--- src/rtl/board_move_reader_if.sv ---
// Bundle between the board move reader, the eight column move FIFOs and the downstream consumer.
// Ports: col_done/col_empty/col_data are the FIFO status and show-ahead heads; col_rden is the pop strobes;
// out_data/out_valid/out_ready is the forwarded move stream; out_col (column tag) exists only with COL_TAG_EN.
interface board_move_reader_if #(
  parameter int NCOL   = 8,
  parameter int WORD_W = 160
);
  logic [NCOL-1:0]        col_done;
  logic [NCOL-1:0]        col_empty;
  logic [NCOL*WORD_W-1:0] col_data;
  logic [NCOL-1:0]        col_rden;
  logic [WORD_W-1:0]      out_data;
  logic                   out_valid;
  logic                   out_ready;
`ifdef COL_TAG_EN
  logic [$clog2(NCOL)-1:0] out_col;
`endif

  // Reader side: consumes FIFO status, drives pops and the output stream.
  modport master (
    input  col_done, col_empty, col_data, out_ready,
    output col_rden, out_data, out_valid
`ifdef COL_TAG_EN
    , output out_col
`endif
  );

  // Environment side: FIFOs and downstream consumer.
  modport slave (
    output col_done, col_empty, col_data, out_ready,
    input  col_rden, out_data, out_valid
`ifdef COL_TAG_EN
    , input out_col
`endif
  );
endinterface

--- src/rtl/board_move_reader.sv ---
// Drain engine: visits the column move FIFOs round-robin, pops up to MAX_BURST words per visit and
// forwards them through a single registered valid/ready output; done once all columns are finished and drained.
// Ports: clk, reset (sync, active-high), start pulse, bus (FIFO side + output stream), busy, done, word_count.
// Optional macro COL_TAG_EN adds bus.out_col, the source column of out_data, registered with it.
module board_move_reader #(
  parameter int NCOL      = 8,
  parameter int WORD_W    = 160,
  parameter int MAX_BURST = 16,
  parameter int CNT_W     = 16
) (
  input  logic                 clk,
  input  logic                 reset,
  input  logic                 start,
  board_move_reader_if.master  bus,
  output logic                 busy,
  output logic                 done,
  output logic [CNT_W-1:0]     word_count
);
  localparam int PTR_W = $clog2(NCOL);

  typedef enum logic [1:0] {IDLE, SCAN, POP, DONE} state_t;

  state_t            state, state_nxt;
  logic [PTR_W-1:0]  ptr, ptr_nxt, ptr_inc;
  logic [7:0]        burst, burst_nxt;
  logic              can_load, pop, head_empty, all_clear, clr_round;
  logic [NCOL-1:0]   rden;
  logic [WORD_W-1:0] head_dat;
  logic [WORD_W-1:0] out_data_q;
  logic              out_valid_q;

  assign ptr_inc    = (ptr == PTR_W'(NCOL - 1)) ? '0 : ptr + 1'b1;
  assign head_empty = bus.col_empty[ptr];
  assign head_dat   = bus.col_data[int'(ptr) * WORD_W +: WORD_W];
  assign can_load   = ~out_valid_q | bus.out_ready;
  assign all_clear  = (&bus.col_done) & (&bus.col_empty);

  // Pop is gated by reset so a reset landing mid-burst never drains one more word.
  assign pop = (state == POP) & ~reset & ~head_empty & can_load & (burst < 8'(MAX_BURST));

  always_comb begin
    rden      = '0;
    rden[ptr] = pop;
  end
  assign bus.col_rden = rden;

  always_comb begin
    state_nxt = state;
    ptr_nxt   = ptr;
    burst_nxt = burst;
    clr_round = 1'b0;
    unique case (state)
      IDLE, DONE: begin
        if (start) begin
          state_nxt = SCAN;
          ptr_nxt   = '0;
          clr_round = 1'b1;
        end
      end
      SCAN: begin
        if (!head_empty) begin
          burst_nxt = '0;
          state_nxt = POP;
        end else if (all_clear) begin
          state_nxt = DONE;
        end else begin
          ptr_nxt = ptr_inc;
        end
      end
      POP: begin
        if (pop) burst_nxt = burst + 8'd1;
        // Leave on an empty head, or right after the pop that uses up this visit's quota.
        if (head_empty || (burst_nxt >= 8'(MAX_BURST))) begin
          state_nxt = SCAN;
          ptr_nxt   = ptr_inc;
        end
      end
      default: state_nxt = IDLE;
    endcase
  end

  always_ff @(posedge clk) begin
    if (reset) begin
      state       <= IDLE;
      ptr         <= '0;
      burst       <= '0;
      out_data_q  <= '0;
      out_valid_q <= 1'b0;
      word_count  <= '0;
    end else begin
      state <= state_nxt;
      ptr   <= ptr_nxt;
      burst <= burst_nxt;
      if (pop) begin
        out_data_q  <= head_dat;
        out_valid_q <= 1'b1;
        if (word_count != '1) word_count <= word_count + 1'b1;
      end else if (out_valid_q && bus.out_ready) begin
        out_valid_q <= 1'b0;
      end
      if (clr_round) word_count <= '0;
    end
  end

`ifdef COL_TAG_EN
  logic [PTR_W-1:0] out_col_q;
  always_ff @(posedge clk) begin
    if (reset)    out_col_q <= '0;
    else if (pop) out_col_q <= ptr;
  end
  assign bus.out_col = out_col_q;
`endif

  assign bus.out_data  = out_data_q;
  assign bus.out_valid = out_valid_q;

  assign busy = (state == SCAN) || (state == POP);
  // done waits for the output register to drain so the last word is really gone.
  assign done = (state == DONE) && !out_valid_q;
endmodule

--- src/flat_wrapper.sv ---
// flat-port wrapper written by rule: the top's interface ports become plain ports
module board_move_reader_flat 
#(
  parameter int NCOL      = 8,
  parameter int WORD_W    = 160,
  parameter int MAX_BURST = 16,
  parameter int CNT_W     = 16
)
  (clk, reset, start, busy, done, word_count, bus_col_done, bus_col_empty, bus_col_data, bus_out_ready, bus_col_rden, bus_out_data, bus_out_valid);
  board_move_reader_if #(.NCOL(NCOL), .WORD_W(WORD_W)) bus_i ();
  input  logic clk;
  input  logic reset;
  input  logic start;
  output logic busy;
  output logic done;
  output logic [CNT_W-1:0] word_count;
  input wire logic [$bits(bus_i.col_done)-1:0] bus_col_done;
  input wire logic [$bits(bus_i.col_empty)-1:0] bus_col_empty;
  input wire logic [$bits(bus_i.col_data)-1:0] bus_col_data;
  input wire logic [$bits(bus_i.out_ready)-1:0] bus_out_ready;
  output wire logic [$bits(bus_i.col_rden)-1:0] bus_col_rden;
  output wire logic [$bits(bus_i.out_data)-1:0] bus_out_data;
  output wire logic [$bits(bus_i.out_valid)-1:0] bus_out_valid;
  assign bus_i.col_done = bus_col_done;
  assign bus_i.col_empty = bus_col_empty;
  assign bus_i.col_data = bus_col_data;
  assign bus_i.out_ready = bus_out_ready;
  assign bus_col_rden = bus_i.col_rden;
  assign bus_out_data = bus_i.out_data;
  assign bus_out_valid = bus_i.out_valid;
  board_move_reader #(.NCOL(NCOL), .WORD_W(WORD_W), .MAX_BURST(MAX_BURST), .CNT_W(CNT_W)) u_core (.clk(clk), .reset(reset), .start(start), .bus(bus_i), .busy(busy), .done(done), .word_count(word_count));
endmodule
--- config.mk ---
export PLATFORM = sky130hd
export DESIGN_NAME = board_move_reader_flat
export DESIGN_NICKNAME = d
export VERILOG_FILES = /design/src/rtl/board_move_reader_if.sv /design/src/rtl/board_move_reader.sv /design/src/flat_wrapper.sv
export SDC_FILE = /design/constraint.sdc
export NUM_CORES = 1
export LEC_CHECK = 0
export ABC_AREA = 1
export CAP_MARGIN = 10
export CORE_AREA = 3 3 575 577
export CTS_CLUSTER_DIAMETER = 80
export DETAILED_ROUTE_END_ITERATION = 8
export DIE_AREA = 0 0 578 580
export SKIP_CTS_REPAIR_TIMING = 1
export SLEW_MARGIN = 20
export SYNTH_ARGS = -nofsm -noshare
export SYNTH_HDL_FRONTEND = slang
export SYNTH_SLANG_ARGS = --single-unit
--- constraint.sdc ---
create_clock -name clk -period 1.7 [get_ports clk]
set_input_delay 0.34 -clock clk [delete_from_list [all_inputs] [get_ports clk]]
set_output_delay 0.34 -clock clk [all_outputs]
set_load 0.01 [all_outputs]
# --- Yosys cells after proc, flatten, opt, wreduce, memory -nomap -nowiden ---
# Cells that the tools add are included.
# Widths: inputs -> output; s select.
op_classes:
  multipliers: 1
  eq_ne: 11
  add_sub_neg: 3
  n_shift: 1
  n_bitwise: 10
  mux: 23
  magnitude_cmp: 4
  reduce_logical: 17
op_table:
  columns: ["cell", "n"]
  rows:
  - ["$shiftx 1280x32->160", 1]
  - ["$mux 8", 3]
  - ["$add 16x1->16 const B", 1]
  - ["$ne 16x16->1 const B", 1]
  - ["$pmux 8 s2", 1]
  - ["$reduce_and 8->1", 2]
  - ["$mux 3", 5]
  - ["$pmux 3 s3", 1]
  - ["$add 8x1->8 const B", 1]
  - ["$and 8x8->8", 1]
  - ["$ge 8x5->1 const B", 1]
  - ["$lt 8x5->1 const B", 1]
  - ["$mux 2", 4]
  - ["$ne 2x2->1 const B", 4]
  - ["$mul 3x3->6 const B", 1]
  - ["$mux 1", 6]
  - ["$pmux 2 s3", 1]
  - ["$and 1x1->1", 5]
  - ["$eq 2x2->1 const B", 2]
  - ["$lt 3x4->1 const B", 1]
  - ["$reduce_and 2->1", 2]
  - ["$reduce_and 4->1", 1]
  - ["$reduce_bool 2->1", 2]
  - ["$reduce_or 2->1", 2]
  - ["other kinds (15)", 20]
totals:
  output_inout_bits: 187
  regBits: 190
  elab_cells: 76
  inputBits: 1300

# --- Depth between registers and ports, before layout ---
# Gate-level depths: netlist of the first run.
depth:
  depth_word: 12
  ltp_mapped: 13
  mapped_depth_nobuf: 12

# --- Worst setup path before layout of the first run ---
# Ideal clock, no wire load.
synth_path:
  kind: "reg-to-output"
  startpoint: "reg u_core.ptr[0]"
  endpoint: "out bus_col_rden[1]"
  slack_ns: -0.141
  stages_incl_launch_ff: 12
  n_path_buf: 2
  required_ns: 1.360
  arrival_ns: 1.501
  path_cell_list: "dfxtp_1 -> buf_2 -> inv_2 -> nand2_1 -> nand3_1 -> nand2_1 -> nor2_4 -> nand2_4 -> inv_4 -> buf_2 -> nand2_1 -> nor2_1"
synth_between:
  elab_chain_len: 7
  elab_cells_between_ends: 12
  classes_between: "order compare (2); mux (4); bitwise (5); reduce/logical (1)"
synth_lines:
  columns: ["item", "line_no", "source"]
  rows:
  - ["start: declaration", "board_move_reader.sv:24", "logic [PTR_W-1:0] ptr, ptr_nxt, ptr_inc;"]
  - ["start signal: assignment", "board_move_reader.sv:92", "ptr <= ptr_nxt;"]
  - ["$bmux 1 s3", "board_move_reader.sv:33", "assign head_empty = bus.col_empty[ptr];"]
  - ["$mux 1 (implied by the code)", "board_move_reader.sv:33", null]
  - ["$not 1->1", "board_move_reader.sv:39", "assign pop = (state == POP) & ~reset & ~head_empty & can_load & (burst < 8'(MAX_BURST));"]
  - ["$and 1x1->1 (3 in series)", "board_move_reader.sv:39", null]
  - ["$and 8x8->8 (no line) (*)", null, null]
  - ["end: declaration", "flat_wrapper.sv:21", "output wire logic [$bits(bus_i.col_rden)-1:0] bus_col_rden;"]
# Every way passes the cells marked *; elsewhere a longest branch is shown, timed or not. The select of a mux whose other input is x is not followed.

# --- Worst setup path in the final report of the first run ---
layout_path:
  startpoint: "reg u_core.ptr[2]"
  endpoint: "out bus_col_rden[3]"
# Same word-level chain as after synthesis.

==> flow_summary.ini, run 1 <==
[timing]
finalCritPeriodShare_pct = 164
max_freq_ghz = 0.358
postLayoutSetupSlackWorst_ps = -1090
skew_ps = 44.9
setup-violations-final = 347
hold_violations = 0
setup-tns-final_ps = -151610
finalCriticalPeriod_ps = 2790
rsz0062_at_grt = true
worst_pin_slew_ps = 813
max-slew-margin-rel_pct = 45.8
holdWs_ps = 496
drv_slew = 0

[synth]
yosys.area.top_type = o21ai_0
postSynthNetCount = 4105
synthTopCellsByArea = o21ai_0, dfxtp_1, nor2_1, o22ai_1, nor3_1
ys_seq_elements = 190
synth.distinct_cells = 30
yosysTopAreaCellShare_pct = 24.3
syn_inst = 2798
syn-cell-area_um2 = 16000
yosysWarnings = 0
synth_seq_area_share_pct = 23.7
syn_avg_cell_area_um2 = 5.72

[global_route]
antenna_found_initial = 530
grt_pass1_wl_mm = 400
grt_overflow = 0
grt-busiest-layer = met2
met1_usage_pct = 21.4
track_usage_pct = 19.2
grt_pass1_vias = 29400
met2_usage_pct = 28.1
grt_max_degree = 93
grt_use_met3_pct = 14.1

[detailed_routing]
totalWireLength_mm = 346
vias_per_cell = 3.54
dr.first_iter.drc_count = 2865
route.vias.total = 31900
dr.pass1.iters = 7
wire_per_inst_um = 38.3
antenna_left = 0
drc = 0

[final_layout]
final_cell_mix = clkdlybuf4s50_1, nor2_1, o21ai_0, buf_4, o22ai_1
fillers = 38100
layout_commonest_cell = clkdlybuf4s50_1
drive_above_1_share_pct = 13.2
seq_area_um2 = 3820
area_delta_synth_final_pct = 156
layout.nets = 5811
multiInputGateArea_um2 = 11100

[floorplan]
die_w_um = 578
die_h_um = 580
rows = 210
dieArea_um2 = 335000
core-area_um2 = 327000
start_util_pct = 4.90
ios = 1487

[hold_path]
whs_path_depth = 2
hp-class = reg -> reg

[setup_path]
end_kind = output pin
worstSetupStartpointType = flop
worstRegToRegCells = 13
crit_arrival_ps = 2450
critical_path_class = reg -> out
cp_max_fo = 35
cp.required_ps = 1360

[power]
power_density_nw_per_um2 = 1180
ir_worst_vdd_uv = 858
p_leak_nw = 14.1

[clock_network]
clockBufferDepth = 3
clkTransAtPathRegs_ps = 100
insertion_delay_ps = 590
clock_sinks = 190
cts_tree = yes
htreeDepth = 4
clockRootBuffer = clkbuf_16
cts_buffers = 25

[placement]
portBuffers = 1486
routabilityCongestion = 0.996
hpwl_mm = 306

[status]
violations = setup timing
status = complete, but fails checks

[flow_run]
maxCapViolations = 0
==> cells by family after synthesis <==
group           Yosys count  share of synthesized area, %
xor+xnor                  9                         0.492
compound gates         1153                          38.6
buf+inv                 319                          8.31
flops                   190                          23.7
simple gates           1120                          28.3
fa+ha+maj                 7                         0.547
==> where the power goes <==
group | switching (mW) | internal, mW | leakage (nW) | total, mW
Combinational | 22.5 | 14.6 | 12.2 | 37.1
Clock | 2.75 | 3.02 | 0.354 | 5.76
Sequential | 0.508 | 5.10 | 1.54 | 5.61
==> layer usage <==
metal / vias to the layer above / share of wire, %
li1: 13500 / -
met1: 14800 / 38
met2: 2264 / 41
met3: 952 / 16
met4: 394 / 3.9
met5: - / 0.75
==> worst max-delay path, cell delays in order, from the launching register on <==
cell     delay [ps]
dfxtp_4         390
buf_6           120
nor2_4          180
buf_6           230
buf_16          220
inv_1           180
nor2_4          160
buf_12          160
==> flip-flops by register name (all words and copies together) (netlist names) <==
register,flops
u_core.word_count,16
u_core.state,2
u_core.bus.out_data,160
u_core.burst,8
u_core.bus.out_valid,1
u_core.ptr,3
==> stage by stage <==
step	std cells	util [%]	power [mW]	cell area, µm²	setup WS [ps]
floorplan	2798	-	17.9	16100	2.46
CTS	8817	12.1	46.1	39600	-1470
detailed placement	8784	11.9	40.0	38900	-1260
global route	8949	12.5	50.8	40800	-1200
global placement	8784	11.9	40.1	38900	-1250
finish	9025	12.5	48.4	41000	-1090
==> final timing paths <==
check	start	end	slack [ps]
worst max-delay path	u_core.ptr[2]$_SDFFE_PP0P_	bus_col_rden[3]	-1090
worst min-delay path	u_core.word_count[15]$_SDFFE_PP0P_	u_core.word_count[15]$_SDFFE_PP0P_	500
worst max register to register	u_core.ptr[2]$_SDFFE_PP0P_	u_core.state[0]$_SDFFE_PP0P_	-940
worst min register to register	u_core.word_count[15]$_SDFFE_PP0P_	u_core.word_count[15]$_SDFFE_PP0P_	500
==> synth_stat cells <==
cell type	count
nor2_2	2
xnor2_1	2
clkbuf_1	202
nor2_1	839
xor2_1	7
buf_1	11
a21oi_1	23
nor3_1	172
inv_2	3
o21ai_0	778
nand2_1	68
ha_1	7
a31oi_1	1
o22ai_1	320
nor2_4	4
nand4_2	1
o21a_1	2
nand3_1	21
dfxtp_1	190
inv_4	1
or2_2	1
nor4_1	2
a211oi_1	3
buf_4	1
inv_1	49
nand4_1	8
buf_2	42
o21ai_1	26
buf_6	10
nand2_4	2
==> area by class of cell <==
class | count | area share (%)
clock buffers | 27 | 1.57
well taps | 4346 | 13.3
clock inverters | 6 | 0.217
multi-input cells | 2289 | 27.2
flip-flops and latches | 190 | 9.32
diodes | 169 | 1.03
repair buffers | 1945 | 46.8
inverters | 53 | 0.641
(Power assumes the default switching activity.)
==> run 2: changes to the inputs <==
==> constraint.sdc (replaced) <==
create_clock -name clk -period 2.5 [get_ports clk]
set_input_delay 0.5 -clock clk [delete_from_list [all_inputs] [get_ports clk]]
set_output_delay 0.5 -clock clk [all_outputs]
set_load 0.01 [all_outputs]
==> run 2 against run 1 <==
  * The flow finishes with violations (DRC)
  * Clock skew grew 2.0 ps
  * Via count grew 0.33%
  * First-iteration DRC count is 46% higher
  * Cell area is 5.2% lower
  * Hold slack worse by 5.6 ps
  * Non-clock buffer count shrank 230
  * Critical path type unchanged
  * Critical endpoint is now bus_col_rden[0]
  * Largest cell class unchanged
  * Largest power group unchanged
==> flow_summary.ini, run 2 (synthesis gave the netlist of run 1 again) <==
[setup_path]
rrSetupSlack_ps = 40
end_kind = output pin
startpoint = u_core.ptr[2]$_SDFFE_PP0P_
worstRegToRegCells = 7
crit_arrival_ps = 1960
cp.required_ps = 2000
rr_endpoint = u_core.bus.out_data[157]$_SDFFE_PP0P_
r2r_start = u_core.ptr[0]$_SDFFE_PP0P_
critPathCapture = bus_col_rden[0]
cp_max_fo = 5
critical_path_class = reg -> out
worstSetupStartpointType = flop

[placement]
hpwl_mm = 303
portBuffers = 1486
pre_cts_ws_ps = -410
routabilityCongestion = 1.11

[final_layout]
layout_commonest_cell = clkdlybuf4s50_1
final_cell_mix = clkdlybuf4s50_1, nor2_1, o21ai_0, o22ai_1, buf_4
fillers = 37900
multiInputGateArea_um2 = 11000
area_delta_synth_final_pct = 142
seq_area_um2 = 3820
layout.nets = 5581
fin_util_pct = 11.9
drive_above_1_share_pct = 7.41
largest_reg_flops = 160

[clock_network]
cts_tree = yes
insertion_delay_ps = 610
clockBufferDepth = 3
cts_buffers = 25
clockRootBuffer = clkbuf_16
clkTransAtPathRegs_ps = 80
htreeDepth = 4
clock_sinks = 190

[timing]
drv_slew = 0
worst_pin_slew_ps = 883
max_freq_ghz = 0.406
rsz0062_at_grt = true
finalCriticalPeriod_ps = 2460
setup-violations-final = 0
finalCritPeriodShare_pct = 98.6
postLayoutSetupSlackWorst_ps = 35.3
skew_ps = 46.8
hold_violations = 0
max-slew-margin-rel_pct = 41.1
holdWs_ps = 491

[global_route]
antenna_found_initial = 621
grt_pass1_vias = 28100
grt_max_degree = 120
track_usage_pct = 19.2
grt_pass1_wl_mm = 398
grt_overflow = 0

[status]
status = complete, but fails checks
violations = DRC

[hold_path]
hp-class = reg -> reg
whs_path_depth = 2
min_from = u_core.burst[6]$_SDFFE_PP0P_

[flow_run]
maxCapViolations = 0

[power]
power_density_nw_per_um2 = 755
p_leak_nw = 12.8
ir_worst_vdd_uv = 470

[detailed_routing]
dr.pass1.iters = 9
totalWireLength_mm = 339
drc = 9
antenna_left = 0
vias_per_cell = 3.62
dr.first_iter.drc_count = 4174
wire_per_inst_um = 38.3
route.vias.total = 32000

[floorplan]
die_h_um = 580
core-area_um2 = 327000
rows = 210
dieArea_um2 = 335000
start_util_pct = 4.90
ios = 1487
die_w_um = 578
## run 2: cell types whose count changed in the layout (fill, tap and decap cells not counted), sizes merged
cell,change
dlymetal6s2s,+3
clkinvlp,-1
clkinv,-1
inv,+1
bufinv,+1
diode,+51
clkdlybuf4s50,+17
buf,-241
clkbuf,-10
## run 2: how the worst min path moves through the flow
stage / end / slack, ps
floorplan: u_core.burst[6]$_SDFFE_PP0P_ / 430
global placement: u_core.burst[6]$_SDFFE_PP0P_ / 470
detailed placement: u_core.burst[6]$_SDFFE_PP0P_ / 470
CTS: u_core.burst[6]$_SDFFE_PP0P_ / 490
global route: u_core.burst[4]$_SDFFE_PP0P_ / 520
finish: u_core.burst[6]$_SDFFE_PP0P_ / 490
## run 2: per-stage QoR
step                      cell area, µm²  power, mW  instances  TNS (ps)
after floorplan                    16000       12.1       2798         0
after global placement             37300       24.9       8586    -19350
after detailed placement           37300       24.8       8586    -20910
after CTS                          38100       29.2       8618     -5120
after global routing               38600       30.8       8756      -544
final                              38800       29.3       8845         0
## run 2: area by class of cell
cell class	count	area share [%]
flip-flops and latches	190	9.84
diodes	220	1.42
multi-input cells	2289	28.3
repair buffers	1715	43.9
clock buffers	26	1.65
clock inverters	6	0.297
well taps	4346	14.0
inverters	53	0.612
## run 2: worst max-delay path: stages (launching register included)
cell and delay, ps:
dfxtp_4 390, buf_4 140, nor2_4 40, nand3_1 120, nand2_2 90, nor2_4 150, nand2_8 80, clkinv_8 70
nand2_4 70, nor2_2 100, buf_2 140
## run 2: metal layers
layer	part of all wire (%)	vias up	global-route usage (%)
li1	-	13100	-
met2	40	2849	27.6
met1	33	14300	19.2
met3	21	1247	17.8
met4	5.3	508	7.05
met5	1.0	-	0.961
## run 2: report_power, final
part	switching, mW	internal [mW]
combinational	13.3	7.98
sequential	0.302	3.47
clock	2.09	2.16
total	15.7	13.6
